[config.mk]
export PLATFORM = sky130hd
export DESIGN_NAME = mem_port_arbiter
export DESIGN_NICKNAME = d
export VERILOG_FILES = /design/src/rtl/cache_pkg.sv /design/src/rtl/mem_port_arbiter.sv
export SDC_FILE = /design/constraint.sdc
export NUM_CORES = 1
export LEC_CHECK = 0
export BUFFER_PORTS_ARGS = -buffer_cell sky130_fd_sc_hd__buf_2
export CORE_AREA = 5 5 120 122
export CTS_BUF_LIST = sky130_fd_sc_hd__clkbuf_8 sky130_fd_sc_hd__clkbuf_16
export DETAILED_ROUTE_END_ITERATION = 7
export DIE_AREA = 0 0 125 127
export GPL_TIMING_DRIVEN = 0
export HOLD_SLACK_MARGIN = 0.12
export SLEW_MARGIN = 25
export SYNTH_ARGS = -nofsm -noshare
export SYNTH_HDL_FRONTEND = slang
export SYNTH_SLANG_ARGS = --single-unit
[constraint.sdc]
create_clock -name clk -period 1.7 [get_ports clk]
set_input_delay 0.17 -clock clk [delete_from_list [all_inputs] [get_ports clk]]
set_output_delay 0.17 -clock clk [all_outputs]
set_load 0.05 [all_outputs]
[src/rtl/cache_pkg.sv]
// Types and constants shared by the cache controllers and the memory-port arbiter.
package cache_pkg;

    typedef enum logic [1:0] {
        IDLE  = 2'd0,
        GNT_I = 2'd1,
        GNT_D = 2'd2
    } arb_state_t;

    localparam logic [1:0] MEM_SIZE_WORD = 2'b10;
    localparam logic [3:0] WEN_ALL       = 4'hF;

endpackage

[src/rtl/mem_port_arbiter.sv]
// Shares the external memory port between the instruction- and data-side cache
// controllers: one owner at a time, grant held until m_ready, round-robin on ties.
module mem_port_arbiter
    import cache_pkg::*;
#(
    parameter int A_WIDTH = 32,
    parameter int TIMEOUT = 1024
) (
    input  logic               clk,
    input  logic               rst,

    input  logic [A_WIDTH-1:0] i_m_a,
    input  logic [31:0]        i_m_din,
    input  logic               i_m_strobe,
    input  logic [3:0]         i_m_wen,
    input  logic [1:0]         i_m_size,
    input  logic               i_m_rw,
    output logic [31:0]        i_m_dout,
    output logic               i_m_ready,

    input  logic [A_WIDTH-1:0] d_m_a,
    input  logic [31:0]        d_m_din,
    input  logic               d_m_strobe,
    input  logic [3:0]         d_m_wen,
    input  logic [1:0]         d_m_size,
    input  logic               d_m_rw,
    output logic [31:0]        d_m_dout,
    output logic               d_m_ready,

    output logic [A_WIDTH-1:0] m_a,
    output logic [31:0]        m_din,
    output logic               m_strobe,
    output logic [3:0]         m_wen,
    output logic [1:0]         m_size,
    output logic               m_rw,
    input  logic [31:0]        m_dout,
    input  logic               m_ready,

    output logic               grant_i,
    output logic               grant_d,
    output logic               timeout
);

    arb_state_t state, next_state;
    logic       last, next_last;   // 0 = I owned last, 1 = D owned last

    // NOTE: state registers use non-blocking assignments so every flop samples
    // pre-edge values; blocking here would create order-dependent simulation.
    always_ff @(posedge clk) begin
        if (rst) begin
            state <= IDLE;
            last  <= 1'b0;
        end else begin
            state <= next_state;
            last  <= next_last;
        end
    end

    // NOTE: every output of a combinational block gets a default first, so no
    // path through the case statement can leave one unassigned and infer a latch.
    always_comb begin
        next_state = state;
        next_last  = last;
        unique case (state)
            IDLE: begin
                if (i_m_strobe && d_m_strobe)
                    next_state = last ? GNT_I : GNT_D;
                else if (i_m_strobe)
                    next_state = GNT_I;
                else if (d_m_strobe)
                    next_state = GNT_D;
            end
            GNT_I: begin
                if (m_ready) begin
                    next_state = IDLE;
                    next_last  = 1'b0;
                end else if (!i_m_strobe) begin
                    next_state = IDLE;   // master abandoned its request
                end
            end
            GNT_D: begin
                if (m_ready) begin
                    next_state = IDLE;
                    next_last  = 1'b1;
                end else if (!d_m_strobe) begin
                    next_state = IDLE;
                end
            end
            default: next_state = IDLE;
        endcase
    end

    // Memory side follows the owner; nothing from a strobe reaches m_strobe in IDLE.
    always_comb begin
        m_a       = '0;
        m_din     = '0;
        m_strobe  = 1'b0;
        m_wen     = '0;
        m_size    = '0;
        m_rw      = 1'b0;
        i_m_ready = 1'b0;
        d_m_ready = 1'b0;
        unique case (state)
            GNT_I: begin
                m_a       = i_m_a;
                m_din     = i_m_din;
                m_strobe  = i_m_strobe;
                m_wen     = i_m_wen;
                m_size    = i_m_size;
                m_rw      = i_m_rw;
                i_m_ready = m_ready;
            end
            GNT_D: begin
                m_a       = d_m_a;
                m_din     = d_m_din;
                m_strobe  = d_m_strobe;
                m_wen     = d_m_wen;
                m_size    = d_m_size;
                m_rw      = d_m_rw;
                d_m_ready = m_ready;
            end
            default: ;
        endcase
    end

    assign i_m_dout = m_dout;
    assign d_m_dout = m_dout;
    assign grant_i  = (state == GNT_I);
    assign grant_d  = (state == GNT_D);

    generate
        if (TIMEOUT > 0) begin : g_wdog
            localparam int            CW       = $clog2(TIMEOUT + 1);
            localparam logic [CW-1:0] CNT_MAX  = CW'(TIMEOUT);
            localparam logic [CW-1:0] CNT_FIRE = CW'(TIMEOUT - 1);

            // Counts completed grant cycles; saturation makes the pulse one-shot.
            logic [CW-1:0] cnt;

            always_ff @(posedge clk) begin
                if (rst || state == IDLE || next_state == IDLE)
                    cnt <= '0;
                else if (cnt != CNT_MAX)
                    cnt <= cnt + 1'b1;
            end

            assign timeout = (state != IDLE) && !m_ready && (cnt == CNT_FIRE);
        end else begin : g_no_wdog
            assign timeout = 1'b0;
        end
    endgenerate

endmodule

==> results.toml <==
[cts]
clk_pin_slew_ns = 0.05
cts_buffers = 3
cts_tree = "done"
cts-htree-levels = 1
cts_root_buf = "clkbuf_16"
clock_latency_ns = 0.24
cts_buffer_depth = 2
cts_sinks = 14

[timing]
max_clock_freq_mhz = 560
setup_slack_ns = -0.0872
finalSetupViolCount = 65
period_needed_ns = 1.79
hold_violations = 0
worstMarginPinSlew_ns = 0.720
slew_headroom_pct = 51.6
maxSlewViolCount = 0
finalClockSkew_ns = 0.00130
rsz0062_at_grt = "yes"
fin_crit_sh_pct = 105

[power_and_ir_drop]
clockPowerShare_pct = 15.5
seqPwrFrac_pct = 10.9
sw_frac_of_total_pct = 44.2
comb_power_share_pct = 73.7
p_switching_mw = 1.40
power.leakage_nw = 2.56
vdd_drop_max_uv = 352
cellPowerDensity_nw_per_um2 = 548
p_int_mw = 1.77

[synth]
syn-num-nets = 509
seq_area_frac_synth_pct = 12.0
yosys_warnings = 0
synth_area_um2 = 2340
ys_types = 35
avgSynthCellArea_um2 = 7.23
ys_ff_latch = 14
syn_inst = 324

[global_routing]
grt_antenna_before_repair = 0
top_usage_layer = "met2"
grt_start_max_net_pins = 12
met2_usage_pct = 24.7
grt_pass1_wl_mm = 18.3
grt_util_met3_pct = 3.59
grtUsageTotal_pct = 13.8
first_global_vias = 3507
grt_overflow = 0
met1_usage_pct = 17.3

[setup_path]
path_cells = "inv_4 > ha_4 > buf_4 > a22oi_1 > nor2b_4 > buf_4"
worstPathRequired_ns = 1.53
ff2ff_setup_slack_ns = 0.12
r2r.worst_path.cells = 5
reg2reg_to = "g_wdog.cnt[1]$_SDFFE_PP0P_"
crit_slowest_cell = "dfxtp_4"
slowest_delay_ns = 0.37
crit_arrival_ns = 1.62
end_kind = "output port"
r2r-start = "g_wdog.cnt[0]$_SDFFE_PP0P_"
path_class = "flop to output port"
cp-start-kind = "flop"
crit_path_frequent_cell = "buf_4"
path_max_fanout = 10

[worst_hold_path]
worstHoldStart = "i_m_strobe"
hold-path-endpoint = "state[0]$_SDFF_PP0_"
hold_class = "primary input to flop"
whs_path_depth = 3

[final_layout]
area_growth_pct = 147
antenna_cells = 0
layout_commonest_cell = "buf_2"
drive_above_1_share_pct = 85.7
mostFrequentLayoutCells = "213 x buf_2, 110 x buf_4, 70 x nor2b_4"
nNetsFinal = 817
utilization_pct = 44.2

[floorplan]
initial_utilization_pct = 17.9
dieArea_um2 = 15900
std_cell_rows = 42
die_h_um = 127
coreArea_um2 = 13100
io_pins = 320
die_width_um = 125

[place]
portBuffers = 287
pre_cts_slack_ns = -0.540
gp_congestion = 0.802
dpl.hpwl_mm = 10.2

[detailed_routing]
drc = 0
wl_mm = 12.8
post_drt_wl_per_cell_um = 15.9
ant_nets = 0
via_count = 3499
firstDrtPassIters = 4
detail_route.iter0.violations = 92
via_per_inst = 4.34

[status]
status = "complete, but fails checks"
violations = "negative setup slack"

[run]
drv_cap = 0
[power by group through the flow]
stage	Clock [mW]	Combinational (mW)	Sequential, mW
after floorplan	0	1.42	0.351
after global placement	0	1.86	0.354
after detailed placement	0	1.87	0.354
after CTS	0.505	2.20	0.344
after global routing	0.525	2.45	0.345
final	0.490	2.33	0.345
[worst max-delay path: cells and delay by family (launching register included)]
kind	cells	cell delay, ns
buffers and inverters	3	0.44
DFF	1	0.37
AOI/OAI and AO/OA	1	0.28
adders and majority gates	1	0.21
and+or+nand+nor	1	0.06
[through the flow]
step	std cells	instance area, µm²	power [mW]	hold slack (ns)	TNS [ns]
after global routing	807	5780	3.32	0.281	-7.93
final	807	5780	3.17	0.269	-3.00
after floorplan	324	2970	1.77	0.242	-0.0347
after CTS	798	5440	3.05	0.262	-5.28
after detailed placement	787	4630	2.22	0.369	-33.51
after global placement	787	4630	2.22	0.374	-34.27
[flip-flops by register name (all words and copies together), names as in the netlist]
register and cells:
g_wdog.cnt 11, last 1, state 2
[worst max-delay path by stage]
stage	start	end	cells past startpoint
after floorplan	state[0]$_SDFF_PP0_	timeout	4
after global routing	state[0]$_SDFF_PP0_	m_a[30]	7
after global placement	state[1]$_SDFF_PP0_	m_din[0]	6
after detailed placement	state[1]$_SDFF_PP0_	m_din[0]	6
final	state[0]$_SDFF_PP0_	m_rw	6
after CTS	state[0]$_SDFF_PP0_	m_din[5]	6
[timing repair]
item / 4_1_cts / 5_1_grt
setup buffers: 9 / 5
hold buffers: 1 / 0
pin swaps: 10 / 2
cloned: 0 / 4
endpoints found under the hold margin: 1 / 0
resized for setup: 186 / 61
endpoints found under the setup margin: 85 / 85
[cell families after synthesis]
family | count (synthesis) | share of synthesized area, %
compound gates | 96 | 29.5
xor+xnor | 3 | 1.12
fa+ha+maj | 6 | 3.21
buf+inv | 99 | 26.5
flops | 14 | 12.0
simple gates | 106 | 27.6
[cell usage after synthesis (all sizes together)]
cell type  instances  share of area (%)
nor2               5               0.80
nor4               2               0.53
and2               2               0.53
xnor2              1               0.37
a21oi              8                1.7
o21ai              6                1.3
a22oi             72                 23
nor2b             72                 19
buf               77                 23
o21ba              1               0.43
or3                5                1.4
nand3              6                1.3
and4               1               0.37
o2111ai            2               0.75
a31o               1               0.37
ha                 6                3.2
a21boi             2               0.64
nand4              3                1.1
and3               1               0.27
a22o               1               0.37
clkbuf            13                2.1
nor4bb             1               0.43
dfxtp             14                 12
nand2              4               0.64
a31oi              1               0.27
o31ai              2               0.64
nor3               2               0.43
xor2               2               0.75
inv                9                1.4
or4                2               0.64
[final cells by class]
cell class / count / area (µm²)
Timing Repair Buffer: 306 / 2030
Fill cell: 1278 / 7300
Clock buffer: 4 / 88.8
Inverter: 9 / 38.8
Sequential cell: 14 / 290
Tap cell: 176 / 220
Multi-Input combinational cell: 211 / 2330
Buffer: 87 / 785
[routing by layer]
metal / wire length (µm) / vias to the layer above
li1: - / 1709
met1: 5180 / 1614
met2: 6450 / 166
met3: 1070 / 10
met4: 129 / 0
met5: 0 / -
Power figures use the tool's default switching activity.
